**src/rtl/m3_drive_sequencer_if.sv**
```systemverilog
// rtl/m3_drive_sequencer_if.sv - operator controls and drive setpoint bundle for the 3-phase run controller
interface m3_drive_sequencer_if #(
    parameter int FREQ_W = 16,
    parameter int PWR_W  = 8
);
    logic              m3startI;
    logic              m3forceStopI;
    logic              m3invRotateI;
    logic              m3freqINCi;
    logic              m3freqDECi;
    logic              m3powerINCi;
    logic              m3powerDECi;
    logic              m3runO;
    logic              m3dirO;
    logic [FREQ_W-1:0] m3freqO;
    logic [PWR_W-1:0]  m3powerO;
    logic [3:0]        m3stepO;
    logic              m3stepStbO;
    logic [2:0]        m3stateO;

    modport master (
        output m3startI, m3forceStopI, m3invRotateI,
        output m3freqINCi, m3freqDECi, m3powerINCi, m3powerDECi,
        input  m3runO, m3dirO, m3freqO, m3powerO, m3stepO, m3stepStbO, m3stateO
    );

    modport slave (
        input  m3startI, m3forceStopI, m3invRotateI,
        input  m3freqINCi, m3freqDECi, m3powerINCi, m3powerDECi,
        output m3runO, m3dirO, m3freqO, m3powerO, m3stepO, m3stepStbO, m3stateO
    );
endinterface

```
**src/rtl/m3_drive_sequencer.sv**
```systemverilog
// rtl/m3_drive_sequencer.sv - soft start/stop, reversal and force-stop sequencer producing freq/power setpoints and 12-step commutation
module m3_drive_sequencer #(
    parameter int FREQ_W    = 16,
    parameter int PWR_W     = 8,
    parameter int ACC_W     = 24,
    parameter int FREQ_MIN  = 100,
    parameter int FREQ_MAX  = 4000,
    parameter int FREQ_STEP = 10,
    parameter int PWR_MIN   = 32,
    parameter int PWR_MAX   = 250,
    parameter int PWR_STEP  = 4,
    parameter int RAMP_DIV  = 1000
) (
    input  logic               clkI,
    input  logic               nRstI,
    m3_drive_sequencer_if.slave bus
);
    typedef enum logic [2:0] {
        ST_IDLE    = 3'd0,
        ST_RAMP_UP = 3'd1,
        ST_RUN     = 3'd2,
        ST_RAMP_DN = 3'd3,
        ST_FSTOP   = 3'd4
    } state_t;

    localparam int PW = $clog2(RAMP_DIV);
    localparam logic [FREQ_W-1:0] F_MIN  = FREQ_W'(FREQ_MIN);
    localparam logic [FREQ_W-1:0] F_MAX  = FREQ_W'(FREQ_MAX);
    localparam logic [FREQ_W-1:0] F_STEP = FREQ_W'(FREQ_STEP);
    localparam logic [PWR_W-1:0]  P_MIN  = PWR_W'(PWR_MIN);
    localparam logic [PWR_W-1:0]  P_MAX  = PWR_W'(PWR_MAX);
    localparam logic [PWR_W-1:0]  P_STEP = PWR_W'(PWR_STEP);
    localparam logic [PW-1:0]     PRESC_LAST = PW'(RAMP_DIV - 1);

    state_t            state_q, state_d;
    logic              dir_q, dir_d;
    logic              rev_pend_q, rev_pend_d;
    logic [FREQ_W-1:0] freq_q, freq_d;
    logic [FREQ_W-1:0] freq_tgt_q, freq_tgt_d;
    logic [PWR_W-1:0]  pwr_q, pwr_d;
    logic [ACC_W-1:0]  acc_q, acc_d;
    logic [3:0]        step_q, step_d;
    logic              stb_q, stb_d;
    logic [PW-1:0]     presc_q, presc_d;
    logic [4:0]        key_q, key_d;

    logic [4:0]        keys, key_edge;
    logic              inv_edge, finc, fdec, pinc, pdec;
    logic              tick, running, start, force_stop;
    logic [ACC_W:0]    acc_sum;
    logic [3:0]        step_next;
    logic [FREQ_W-1:0] freq_up, freq_dn_tgt, freq_run, freq_dn_min;

    assign keys       = {bus.m3invRotateI, bus.m3freqINCi, bus.m3freqDECi, bus.m3powerINCi, bus.m3powerDECi};
    assign key_edge   = keys & ~key_q;
    assign {inv_edge, finc, fdec, pinc, pdec} = key_edge;
    assign start      = bus.m3startI;
    assign force_stop = bus.m3forceStopI;
    assign tick       = (presc_q == PRESC_LAST);
    assign running    = (state_q == ST_RAMP_UP) || (state_q == ST_RUN) || (state_q == ST_RAMP_DN);

    assign acc_sum   = {1'b0, acc_q} + (ACC_W+1)'(freq_q);
    assign step_next = dir_q ? ((step_q == 4'd1) ? 4'd12 : step_q - 4'd1)
                             : ((step_q == 4'd12) ? 4'd1 : step_q + 4'd1);

    // Ramp candidates are clamped against the target so a ramp never overshoots it.
    assign freq_up     = ((freq_q >= freq_tgt_q) || (freq_tgt_q - freq_q <= F_STEP)) ? freq_tgt_q : freq_q + F_STEP;
    assign freq_dn_tgt = (freq_q - freq_tgt_q <= F_STEP) ? freq_tgt_q : freq_q - F_STEP;
    assign freq_run    = (freq_q <= freq_tgt_q) ? freq_up : freq_dn_tgt;
    assign freq_dn_min = (freq_q >= F_MIN + F_STEP) ? freq_q - F_STEP : F_MIN;

    always_comb begin
        state_d    = state_q;
        dir_d      = dir_q;
        rev_pend_d = rev_pend_q;
        freq_d     = freq_q;
        freq_tgt_d = freq_tgt_q;
        pwr_d      = pwr_q;
        acc_d      = acc_q;
        step_d     = step_q;
        stb_d      = 1'b0;
        presc_d    = tick ? '0 : presc_q + PW'(1);
        key_d      = keys;

        if (running) begin
            acc_d = acc_sum[ACC_W-1:0];
            if (acc_sum[ACC_W]) begin
                stb_d  = 1'b1;
                step_d = step_next;
            end
        end

        if (state_q != ST_FSTOP && !force_stop) begin
            if (finc && !fdec)
                freq_tgt_d = (freq_tgt_q > F_MAX - F_STEP) ? F_MAX : freq_tgt_q + F_STEP;
            else if (fdec && !finc)
                freq_tgt_d = (freq_tgt_q < F_MIN + F_STEP) ? F_MIN : freq_tgt_q - F_STEP;
            if (pinc && !pdec)
                pwr_d = (pwr_q > P_MAX - P_STEP) ? P_MAX : pwr_q + P_STEP;
            else if (pdec && !pinc)
                pwr_d = (pwr_q < P_MIN + P_STEP) ? P_MIN : pwr_q - P_STEP;
        end

        if (force_stop) begin
            state_d    = ST_FSTOP;
            freq_d     = '0;
            step_d     = '0;
            stb_d      = 1'b0;
            rev_pend_d = 1'b0;
            acc_d      = '0;
        end else begin
            case (state_q)
                ST_IDLE: begin
                    if (inv_edge) begin
                        dir_d = ~dir_q;
                    end else if (start) begin
                        state_d = ST_RAMP_UP;
                        freq_d  = F_MIN;
                        step_d  = 4'd1;
                        acc_d   = '0;
                    end
                end
                ST_RAMP_UP, ST_RUN: begin
                    if (inv_edge) begin
                        rev_pend_d = 1'b1;
                        state_d    = ST_RAMP_DN;
                    end else if (!start) begin
                        state_d = ST_RAMP_DN;
                    end else if (tick) begin
                        if (state_q == ST_RAMP_UP) begin
                            freq_d = freq_up;
                            if (freq_up == freq_tgt_q) state_d = ST_RUN;
                        end else begin
                            freq_d = freq_run;
                        end
                    end
                end
                ST_RAMP_DN: begin
                    if (inv_edge) begin
                        rev_pend_d = ~rev_pend_q;
                    end else if (tick) begin
                        if (freq_q == F_MIN) begin
                            if (rev_pend_q) begin
                                dir_d      = ~dir_q;
                                rev_pend_d = 1'b0;
                            end
                            if (start) begin
                                state_d = ST_RAMP_UP;
                            end else begin
                                state_d = ST_IDLE;
                                freq_d  = '0;
                                step_d  = '0;
                                stb_d   = 1'b0;
                                acc_d   = '0;
                            end
                        end else begin
                            freq_d = freq_dn_min;
                        end
                    end
                end
                ST_FSTOP: begin
                    if (!start) state_d = ST_IDLE;
                end
                default: state_d = ST_IDLE;
            endcase
        end
    end

    always_ff @(posedge clkI) begin
        if (!nRstI) begin
            state_q    <= ST_IDLE;
            dir_q      <= 1'b0;
            rev_pend_q <= 1'b0;
            freq_q     <= '0;
            freq_tgt_q <= F_MIN;
            pwr_q      <= P_MIN;
            acc_q      <= '0;
            step_q     <= '0;
            stb_q      <= 1'b0;
            presc_q    <= '0;
            key_q      <= '0;
        end else begin
            state_q    <= state_d;
            dir_q      <= dir_d;
            rev_pend_q <= rev_pend_d;
            freq_q     <= freq_d;
            freq_tgt_q <= freq_tgt_d;
            pwr_q      <= pwr_d;
            acc_q      <= acc_d;
            step_q     <= step_d;
            stb_q      <= stb_d;
            presc_q    <= presc_d;
            key_q      <= key_d;
        end
    end

    assign bus.m3runO     = running;
    assign bus.m3dirO     = dir_q;
    assign bus.m3freqO    = freq_q;
    assign bus.m3powerO   = running ? pwr_q : '0;
    assign bus.m3stepO    = step_q;
    assign bus.m3stepStbO = stb_q;
    assign bus.m3stateO   = state_q;
endmodule

```
**src/flat_wrapper.sv**
```systemverilog
// flat-port wrapper written by rule: the top's interface ports become plain ports
module m3_drive_sequencer_flat 
#(
    parameter int FREQ_W    = 16,
    parameter int PWR_W     = 8,
    parameter int ACC_W     = 24,
    parameter int FREQ_MIN  = 100,
    parameter int FREQ_MAX  = 4000,
    parameter int FREQ_STEP = 10,
    parameter int PWR_MIN   = 32,
    parameter int PWR_MAX   = 250,
    parameter int PWR_STEP  = 4,
    parameter int RAMP_DIV  = 1000
)
  (clkI, nRstI, bus_m3startI, bus_m3forceStopI, bus_m3invRotateI, bus_m3freqINCi, bus_m3freqDECi, bus_m3powerINCi, bus_m3powerDECi, bus_m3runO, bus_m3dirO, bus_m3freqO, bus_m3powerO, bus_m3stepO, bus_m3stepStbO, bus_m3stateO);
  m3_drive_sequencer_if #(.FREQ_W(FREQ_W), .PWR_W(PWR_W)) bus_i ();
  input  logic clkI;
  input  logic nRstI;
  input wire logic [$bits(bus_i.m3startI)-1:0] bus_m3startI;
  input wire logic [$bits(bus_i.m3forceStopI)-1:0] bus_m3forceStopI;
  input wire logic [$bits(bus_i.m3invRotateI)-1:0] bus_m3invRotateI;
  input wire logic [$bits(bus_i.m3freqINCi)-1:0] bus_m3freqINCi;
  input wire logic [$bits(bus_i.m3freqDECi)-1:0] bus_m3freqDECi;
  input wire logic [$bits(bus_i.m3powerINCi)-1:0] bus_m3powerINCi;
  input wire logic [$bits(bus_i.m3powerDECi)-1:0] bus_m3powerDECi;
  output wire logic [$bits(bus_i.m3runO)-1:0] bus_m3runO;
  output wire logic [$bits(bus_i.m3dirO)-1:0] bus_m3dirO;
  output wire logic [$bits(bus_i.m3freqO)-1:0] bus_m3freqO;
  output wire logic [$bits(bus_i.m3powerO)-1:0] bus_m3powerO;
  output wire logic [$bits(bus_i.m3stepO)-1:0] bus_m3stepO;
  output wire logic [$bits(bus_i.m3stepStbO)-1:0] bus_m3stepStbO;
  output wire logic [$bits(bus_i.m3stateO)-1:0] bus_m3stateO;
  assign bus_i.m3startI = bus_m3startI;
  assign bus_i.m3forceStopI = bus_m3forceStopI;
  assign bus_i.m3invRotateI = bus_m3invRotateI;
  assign bus_i.m3freqINCi = bus_m3freqINCi;
  assign bus_i.m3freqDECi = bus_m3freqDECi;
  assign bus_i.m3powerINCi = bus_m3powerINCi;
  assign bus_i.m3powerDECi = bus_m3powerDECi;
  assign bus_m3runO = bus_i.m3runO;
  assign bus_m3dirO = bus_i.m3dirO;
  assign bus_m3freqO = bus_i.m3freqO;
  assign bus_m3powerO = bus_i.m3powerO;
  assign bus_m3stepO = bus_i.m3stepO;
  assign bus_m3stepStbO = bus_i.m3stepStbO;
  assign bus_m3stateO = bus_i.m3stateO;
  m3_drive_sequencer #(.FREQ_W(FREQ_W), .PWR_W(PWR_W), .ACC_W(ACC_W), .FREQ_MIN(FREQ_MIN), .FREQ_MAX(FREQ_MAX), .FREQ_STEP(FREQ_STEP), .PWR_MIN(PWR_MIN), .PWR_MAX(PWR_MAX), .PWR_STEP(PWR_STEP), .RAMP_DIV(RAMP_DIV)) u_core (.clkI(clkI), .nRstI(nRstI), .bus(bus_i));
endmodule
```
**config.mk**
```make
export PLATFORM = sky130hd
export DESIGN_NAME = m3_drive_sequencer_flat
export DESIGN_NICKNAME = d
export VERILOG_FILES = /design/src/rtl/m3_drive_sequencer_if.sv /design/src/rtl/m3_drive_sequencer.sv /design/src/flat_wrapper.sv
export SDC_FILE = /design/constraint.sdc
export NUM_CORES = 1
export LEC_CHECK = 0
export ABC_AREA = 1
export CORE_ASPECT_RATIO = 0.9
export CORE_UTILIZATION = 60
export CTS_BUF_LIST = sky130_fd_sc_hd__clkbuf_4
export CTS_CLUSTER_DIAMETER = 60
export DETAILED_ROUTE_END_ITERATION = 8
export PLACE_DENSITY_LB_ADDON = 0.25
export SLEW_MARGIN = 25
export SYNTH_ARGS = -nofsm -noshare
export SYNTH_HDL_FRONTEND = slang
export SYNTH_SLANG_ARGS = --single-unit
```
**constraint.sdc**
```tcl
create_clock -name clkI -period 5.75 [get_ports clkI]
set_input_delay 1.15 -clock clkI [delete_from_list [all_inputs] [get_ports clkI]]
set_output_delay 1.15 -clock clkI [all_outputs]
set_load 0.02 [all_outputs]
```
==> flow_summary.ini <==
[outcome]
outcome = finished, final reports clean

[drt]
wire_per_inst_um = 15.78
drt_iter0_drc = 995
routed_wl_um = 25000
top_layer_used = met4
ant_nets = 0
drc_errors = 0
wl_met1_um = 11110
met2_length_um = 10290
num_vias = 9264
firstDrtPassIters = 7
routed_via_density = 5.848
dr_wl_met3_um = 3076

[worst_setup_path]
cp-start-kind = flip-flop
worstSetupPathType = reg -> reg
endpoint_kind = flip-flop
path_cells = inv_1 > ha_1 > a21o_1 > a21oi_1 > nand2_1 > nand2_1 > nand3_1 > nand2_1 > nand2_1 > nor2_4 > a21boi_4 > nand3_1 > nand2_1 > inv_1 > nand2_1 > nor2_2 > nand3_2 > nand2_2 > a21oi_1 > nor2_1
cpPeakStageDelay_ns = 0.73
r2r_cells = 20
critPathMaxFanout = 34
arrival_ns = 4.54
crit_top_cell = nand2_1
slowest_stage = a21boi_4
critPathRequiredTime_ns = 6.14

[clocking]
clock_latency_ns = 0.48
cts_max_path_buffers = 2
cts_root_buffer = clkbuf_4
cts_buffers = 9
post_cts_buffers = 0
cts.sinks = 87
tritoncts = yes
postCtsResizedCells = 0
cts_htree_levels = 3
path_clk_slew_ns = 0.16
holdBufCountCts = 0

[global_route]
grt_pass1_wl_um = 40850
antenna_found_initial = 1
grt_pass1_vias = 8205
gr-usage-all-layers_pct = 34.97
grt_max_degree = 37
grt_overflow = 0

[synth]
synth_area_leaders = dfxtp_1 (20%), nand2_1 (14%), ha_1 (8.8%)
yosysWarningCount = 0
synth_cells = 1376
synth-seq-cells = 87
synth_compound_area_share_pct = 19.14
synth_top_family_by_area = simple AND/OR/NAND/NOR gates
muxShareOfSynthArea_pct = 0
synth_fa_ha_area_share_pct = 9.521
synth_cell_types = 60
syn_area_um2 = 8516
async_reset_ff_share_pct = 0
yosys_most_used_dff = dfxtp_1
synth_top_cell_by_area = dfxtp_1
yosysTopAreaCellShare_pct = 20.45
syn_area_per_cell_um2 = 6.189
yosysMostFrequentCell = nand2_1
netlist_top_cells_count = nand2_1 (320), inv_1 (176), nor2_1 (128)
synthXorXnorAreaFrac_pct = 5.554
synth-edff-count = 0
ys_seq_area_share_pct = 20.45
yosys.area_share.simple_pct = 34.03

[timing]
relSlewSlack_pct = 37.60
holdWs_ns = 0.4672
tns_ns = 0
hold_violations = 0
worstMarginPinSlew_ns = 0.9325
fin_crit_sh_pct = 72.20
rsz0062_at_grt = no
slew_viol_final = 0
finalSetupViolations = 0
finClkSkew_ns = 0.02194
post-route-min-period_ns = 4.152
fmaxAchievable_mhz = 240.9

[finish]
finish.utilization_pct = 67.22
syn2layout_area_growth_pct = 7.449
final_nets = 1461
drive_gt1_share_pct = 5.667

[placement]
io_buffers = 41
place_hpwl_um = 19060
gp_congestion = 1.092

[hold_path]
worst_hold_path_type = reg -> reg
whs_path_depth = 1

[floorplan]
die_w_um = 127.6
io_pins = 43
core-area_um2 = 13610
initial_core_util_pct = 62.56
fp.dieH_um = 115.0
die_area_um2 = 14670
num_rows = 40

[pwr]
power_uw = 1768
p_sw_uw = 743.5
pwr-share-seq_pct = 38.8
internal_power_uw = 1024
p_comb_share_pct = 37.4
leakagePower_uw = 0.004314
p_per_area_nw_per_um2 = 193.2
irDropWorstVdd_v = 0.0001490
clkPwrFrac_pct = 23.8
switching_share_pct = 42.06

[job]
drv_cap = 0
registers in the layout, indices dropped and copies added, names as in the netlist:
name,flops
u_core.rev_pend_q,1
u_core.bus.m3stepStbO,1
u_core.bus.m3freqO,16
u_core.acc_q,24
u_core.bus.m3stateO,3
u_core.freq_tgt_q,15
u_core.bus.m3stepO,4
u_core.pwr_q,7
u_core.bus.m3dirO,1
u_core.presc_q,10
u_core.key_q,5
worst paths after layout:
check / from / to / slack [ns]
setup / recovery: u_core.bus.m3freqO[5]$_SDFFE_PP0P_ / u_core.bus.m3stateO[0]$_SDFFE_PP0P_ / 1.60
hold / removal: u_core.presc_q[0]$_SDFF_PP0_ / u_core.presc_q[0]$_SDFF_PP0_ / 0.47
setup reg to reg: u_core.bus.m3freqO[5]$_SDFFE_PP0P_ / u_core.bus.m3stateO[0]$_SDFFE_PP0P_ / 1.60
hold reg to reg: u_core.presc_q[0]$_SDFF_PP0_ / u_core.presc_q[0]$_SDFF_PP0_ / 0.47
cells in the final DEF, fill, tap and decap left out, types with 10 or more instances in the layout:
| cell type | synthesis | routed |
|---|---|---|
| a21oi_1 | 114 | 114 |
| nor2_1 | 128 | 127 |
| nand4_1 | 37 | 37 |
| nand2_1 | 320 | 320 |
| xor2_1 | 44 | 44 |
| o211ai_1 | 23 | 23 |
| clkdlybuf4s50_1 | 0 | 41 |
| o21ai_0 | 78 | 78 |
| a31oi_1 | 10 | 10 |
| ha_1 | 60 | 60 |
| o21ai_1 | 13 | 13 |
| inv_2 | 11 | 11 |
| inv_1 | 176 | 176 |
| nand2_2 | 11 | 11 |
| nor3_1 | 27 | 27 |
| nand3_1 | 82 | 82 |
| xnor2_1 | 10 | 10 |
| dfxtp_1 | 87 | 87 |
worst max-delay path, delay by kind of cell, from the launching register on:
family          cells  cell delay (ns)
compound gates      4             1.22
fa+ha+maj           1             0.48
buf+inv             2             0.28
flops               1             0.70
simple gates       13             1.38
cell type report:
type                            count  area [µm²]
Multi-Input combinational cell   1050        5823
Fill cell                        1327        4463
Sequential cell                    87        1742
Inverter                          196       735.7
Timing Repair Buffer               45       440.4
Tap cell                          189       236.5
Clock inverter                      7       102.6
Clock buffer                        9       67.56
Antenna cell                        1       2.502
routing by layer:
layer | up-vias | GRT usage [%]
met4 | 0 | 11.14
met5 | - | 0
met3 | 59 | 7.957
met1 | 4137 | 49.34
met2 | 510 | 52.71
li1 | 4558 | -
metrics by stage:
stage,std cells,cell area (µm²),worst slack [ns]
global placement,1567,8976,1.604
finish,1584,9150,1.598
CTS,1583,9146,1.740
detailed placement,1567,8976,1.641
global route,1584,9150,1.304
floorplan,1377,8519,2.489
power by group through the flow:
stage	Combinational, µW	Sequential, µW	Clock [µW]
2_1_floorplan	500	671	0
3_3_place_gp	632	694	0
3_5_place_dp	639	694	0
4_1_cts	643	681	429
5_1_grt	738	686	455
6_report	661	686	421
logic make-up after synthesis:
logic type,after synthesis
fa+ha+maj,63
xor+xnor,54
simple gates,651
compound gates,280
flops,87
other cells,1
buf+inv,240
(Power assumes the default switching activity.)
